==> src/rtl/mul_pipe.sv <==
// mul_pipe: pipelined radix-4 Booth / Wallace-tree multiplier with elastic valid/ready
// handshakes, a global stall and a flush that kills all in-flight operations.
module mul_pipe #(
  parameter int WIDTH  = 32,
  parameter int STAGES = 2,
  parameter int TAG_W  = 5
) (
  input  logic               mul_clk,
  input  logic               reset,
  input  logic               flush,
  input  logic               in_valid,
  output logic               in_ready,
  input  logic [2:0]         mul_op,
  input  logic [WIDTH-1:0]   x,
  input  logic [WIDTH-1:0]   y,
  input  logic [TAG_W-1:0]   in_tag,
  output logic               out_valid,
  input  logic               out_ready,
  output logic [WIDTH-1:0]   result,
  output logic [2*WIDTH-1:0] product,
  output logic [TAG_W-1:0]   out_tag
);
  localparam int P = 2 * WIDTH;
  localparam int NPP = WIDTH / 2 + 1;
  function automatic int rows(input int lvl);
    int n = NPP;
    for (int l = 0; l < lvl; l++) n = n - n / 3;
    return n;
  endfunction
  function automatic int levels();
    int n = NPP;
    int l = 0;
    while (n > 3) begin
      n = n - n / 3;
      l++;
    end
    return l;
  endfunction
  localparam int LV = levels();
  logic adv, acc, sgn, lo_s, lo_c, v_s, v_c;
  logic [P-1:0] xe, s_n, c_n, s_q, c_q, prod_n;
  logic [WIDTH+2:0] ye;
  logic [P-1:0] pp [NPP];
  logic [P-1:0] pp_s [NPP];
  logic [P-1:0] t [LV+1][NPP];
  logic [TAG_W-1:0] tag_s, tag_c;
  assign adv = ~out_valid | out_ready;
  assign in_ready = adv & ~flush;
  assign acc = in_valid & in_ready;
  assign sgn = mul_op[0] | mul_op[1];
  assign xe = {{WIDTH{x[WIDTH-1] & sgn}}, x};
  assign ye = {{2{y[WIDTH-1] & sgn}}, y, 1'b0};
  for (genvar i = 0; i < NPP; i++) begin : g_booth
    logic [2:0] d;
    logic [P-1:0] m;
    assign d = ye[2*i+2:2*i];
    assign m = (d == 3'b001 || d == 3'b010) ? xe
             : (d == 3'b101 || d == 3'b110) ? -xe
             : (d == 3'b011) ? xe << 1
             : (d == 3'b100) ? -(xe << 1) : '0;
    assign pp[i] = m << (2 * i);
  end
  if (STAGES == 3) begin : g_s3
    always_ff @(posedge mul_clk) begin
      if (reset || flush) v_s <= 1'b0;
      else if (adv) v_s <= acc;
      if (adv) begin
        pp_s <= pp;
        lo_s <= mul_op[0];
        tag_s <= in_tag;
      end
    end
  end else begin : g_s2
    assign v_s = acc;
    assign pp_s = pp;
    assign lo_s = mul_op[0];
    assign tag_s = in_tag;
  end
  // each level compresses groups of three rows into sum + shifted carry; leftovers pass down
  assign t[0] = pp_s;
  for (genvar l = 0; l < LV; l++) begin : g_lvl
    localparam int N = rows(l);
    localparam int G = N / 3;
    for (genvar k = 0; k < G; k++) begin : g_csa
      assign t[l+1][2*k] = t[l][3*k] ^ t[l][3*k+1] ^ t[l][3*k+2];
      assign t[l+1][2*k+1] = ((t[l][3*k] & t[l][3*k+1]) | (t[l][3*k+2] & (t[l][3*k] | t[l][3*k+1]))) << 1;
    end
    for (genvar k = 3 * G; k < N; k++) begin : g_pass
      assign t[l+1][k-G] = t[l][k];
    end
    for (genvar k = N - G; k < NPP; k++) begin : g_zero
      assign t[l+1][k] = '0;
    end
  end
  assign s_n = t[LV][0] ^ t[LV][1] ^ t[LV][2];
  assign c_n = (t[LV][0] & t[LV][1]) | (t[LV][2] & (t[LV][0] | t[LV][1]));
  assign prod_n = s_q + (c_q << 1);
  always_ff @(posedge mul_clk) begin
    if (reset || flush) begin
      v_c <= 1'b0;
      out_valid <= 1'b0;
    end else if (adv) begin
      v_c <= v_s;
      out_valid <= v_c;
    end
    if (adv) begin
      s_q <= s_n;
      c_q <= c_n;
      lo_c <= lo_s;
      tag_c <= tag_s;
    end
    if (reset) begin
      product <= '0;
      result <= '0;
      out_tag <= '0;
    end else if (adv) begin
      product <= prod_n;
      result <= lo_c ? prod_n[WIDTH-1:0] : prod_n[P-1:WIDTH];
      out_tag <= tag_c;
    end
  end
endmodule
==> config.mk <==
export PLATFORM = sky130hd
export DESIGN_NAME = mul_pipe
export DESIGN_NICKNAME = d
export VERILOG_FILES = /design/src/rtl/mul_pipe.sv
export SDC_FILE = /design/constraint.sdc
export NUM_CORES = 2
export LEC_CHECK = 0
export ABC_AREA = 1
export ABC_CLOCK_PERIOD_IN_PS = 18200
export BUFFER_PORTS_ARGS = -buffer_cell sky130_fd_sc_hd__clkbuf_2
export CAP_MARGIN = 40
export CORE_MARGIN = 3
export CORE_UTILIZATION = 40
export DETAILED_ROUTE_END_ITERATION = 8
export PLACE_DENSITY_LB_ADDON = 0.25
export SLEW_MARGIN = 20
export SYNTH_ARGS = -nofsm -noshare
export SYNTH_HDL_FRONTEND = slang
export SYNTH_SLANG_ARGS = --single-unit
export TNS_END_PERCENT = 100
==> constraint.sdc <==
create_clock -name mul_clk -period 18.2 [get_ports mul_clk]
set_input_delay 0.91 -clock mul_clk [delete_from_list [all_inputs] [get_ports mul_clk]]
set_output_delay 0.91 -clock mul_clk [all_outputs]
set_load 0.01 [all_outputs]
==> results_dict.tcl <==
set metrics [dict create \
    status "complete, but fails checks" \
    violations "DRC" \
    rsz0062_at_grt "false" \
    start_util_pct 40.7 \
    post_cts_buffers 0 \
    post-route-util_pct 43.7 \
    pwr-share-comb_pct 80.9 \
    switching_share_pct 53.5 \
    synth_area_leaders "fa_1, edfxtp_1, nand2_1, inv_1, o21ai_0" \
    fmax_mhz 119 \
    clockBufferDepth 3 \
    dominantRegCellSynth "edfxtp_1" \
    synth.largest_area_cell "fa_1" \
    crit_fanout 22 \
    cts_sinks 229 \
    finalMaxSlewViolations 0 \
    worstSetupStartpointType "primary input" \
    worst_pin_slew_ns 0.979 \
    ys_seq_area_share_pct 13.7 \
    syn_avg_cell_area_sq_um 7.70 \
    cts_resized 0 \
    p_int_mw 4.61 \
    synth.top_cell.area_share_pct 31.4 \
    place_congestion 1.05 \
    fill_cells 10738 \
    arrival_ns 8.68 \
    dr.pass1.iters 9 \
    synth_edf_count 126 \
    totalWireLength_mm 225 \
    synth_cells 5519 \
    ant_nets 0 \
    grt_max_degree 118 \
    fin_crit_sh_pct 46.2 \
    area_growth_pct 7.44 \
    synth.net_count 6395 \
    power_frac_clock_pct 4.8 \
    cts_root_buf "clkbuf_16" \
    synth.cell_area_sq_um 42500 \
    slowest_stage "a21oi_1" \
    hold_violations 0 \
    die_w_microns 332 \
    worstPathRequired_ns 18.47 \
    dieArea_sq_um 110000 \
    overflow 0 \
    core-area_sq_um 105000 \
    drc 102 \
    io_buffers 178 \
    power_density_nw_per_um2 217 \
    final_cell_mix "nand2_1, inv_1, fa_1, o21ai_0, nor2_1" \
    drtIter0Drc 7061 \
    routed_via_density 6.45 \
    switchingPower_mw 5.30 \
    yosysWarnings 0 \
    htreeDepth 1 \
    track_usage_pct 39.5 \
    setup_viol 0 \
    tns_ns 0 \
    clock_latency_ns 0.54 \
    final_layout_size_suffix_gt1_share_pct 10.1 \
    seq_power_share_pct 14.3 \
    hold-worst-slack_ns 0.474 \
    chipHeight_microns 332 \
    async_flop_share_pct 0 \
    ir_drop_uv 252 \
    ctsHoldBuffers 0 \
    maxCapViolations 0 \
    p_leak_nw 20.9 \
    hpwl_mm 167 \
    tritoncts "yes" \
    ys_seq_elements 229 \
    clk_pin_slew_worst_paths_ns 0.08 \
    period_minus_slack_ns 8.42 \
    grt_pass1_wl_mm 317 \
    crit_type "in -> reg" \
    max_stage_delay_ns 0.56 \
    crit_top_cell "nand2_1" \
    cp_top_family "adder cells" \
    endpoint_kind "flip-flop" \
    io-pin-count 180 \
    fin_skew_ns 0.0217 \
    rows 118 \
    hp-class "reg -> reg" \
    fin_nets 6365 \
    grt_pass1_vias 43078 \
    slew_headroom_pct 34.5 \
    cts_made_buffers 22 \
    wl_per_cell_microns 32.6 \
    antenna_found_initial 11 \
    synth.distinct_cells 65 \
    vias 44400 \
    final_common_cell "nand2_1" \
    worst-path-buf-inv 9 \
]
## kinds of logic (layout without fill, tap and decap cells)
kind of cell,after synthesis,after routing,share of synthesized area [%]
AOI/OAI and AO/OA,1415,1415,21.2
adders and majority gates,799,799,35.3
DFF,229,229,13.7
xor gates and xnor gates,47,47,0.968
other,0,4,0
buffers and inverters,1372,1358,12.6
and+or+nand+nor,1657,1657,16.2
## area by class of cell
type	instances	area, sq um	share of cell area [%]
Tap cell	1380	1730	3.78
Timing Repair Buffer	342	2290	5.02
Clock inverter	13	165	0.361
Inverter	976	3700	8.09
Multi-Input combinational cell	3918	31400	68.6
Clock buffer	27	589	1.29
Sequential cell	229	5850	12.8
Antenna cell	4	10.0	0.0219
## flip-flops by register name, summed over array words and instances (netlist names)
name	count
c_q	56
lo_c	1
out_tag	5
out_valid	1
product	64
result	32
s_q	64
tag_c	5
v_c	1
## stage by stage
| stage | worst slack, ns | instances | cell area [sq um] | total power, mW |
|---|---|---|---|---|
| 4_1_cts | 9.98 | 6875 | 45500 | 9.79 |
| 3_5_place_dp | 9.42 | 6835 | 44800 | 9.28 |
| 5_1_grt | 9.58 | 6885 | 45700 | 11.0 |
| 2_1_floorplan | 11.83 | 5519 | 42500 | 6.31 |
| 6_report | 9.78 | 6889 | 45700 | 9.91 |
| 3_3_place_gp | 9.36 | 6822 | 44600 | 9.13 |
## synthesized netlist by cell type, drive strengths merged (66+ instances only)
library cell,n
nand2,994
inv,948
fa,667
nor2,464
o21ai,428
clkbuf,329
a21oi,273
o22ai,254
ha,132
nand3,132
o2111ai,130
edfxtp,126
a221oi,120
dfxtp,103
buf,67
o221ai,66
## worst paths after layout
| check | start | cells past startpoint | to | slack [ns] |
|---|---|---|---|---|
| worst min register to register | v_c | 2 | v_c | 0.47 |
| worst max-delay path | x[2] | 28 | s_q[63] | 9.78 |
| worst min-delay path | v_c | 2 | v_c | 0.47 |
| worst max register to register | s_q[8] | 14 | result[14] | 14.61 |
## power by group through the flow
stage               logic (mW)  registers, mW  clock network (mW)
CTS                       7.88           1.42               0.493
detailed placement        7.85           1.43                   0
floorplan                 4.87           1.44                   0
global placement          7.71           1.42                   0
finish                    8.01           1.42               0.480
global route              9.06           1.44               0.510
## layer usage
metal	part of all wire [%]	track usage (%)
met5	0.10	0.999
met3	16	18.0
met1	37	49.8
met2	39	55.5
met4	7.7	22.4
## worst reg2reg max path, stage by stage (launching register included)
cell and delay (ns):
edfxtp_1 0.33, ha_1 0.16, inv_1 0.05, fa_1 0.40
o21ai_1 0.57, a21oi_1 0.21, o21bai_1 0.57, a21oi_1 0.28
o21bai_1 0.31, nand2_1 0.11, nand2_1 0.07, nand2_1 0.05
nand2_1 0.14, nand2_1 0.14, a31oi_1 0.16
Note: power is estimated with default switching activity, not from simulation.
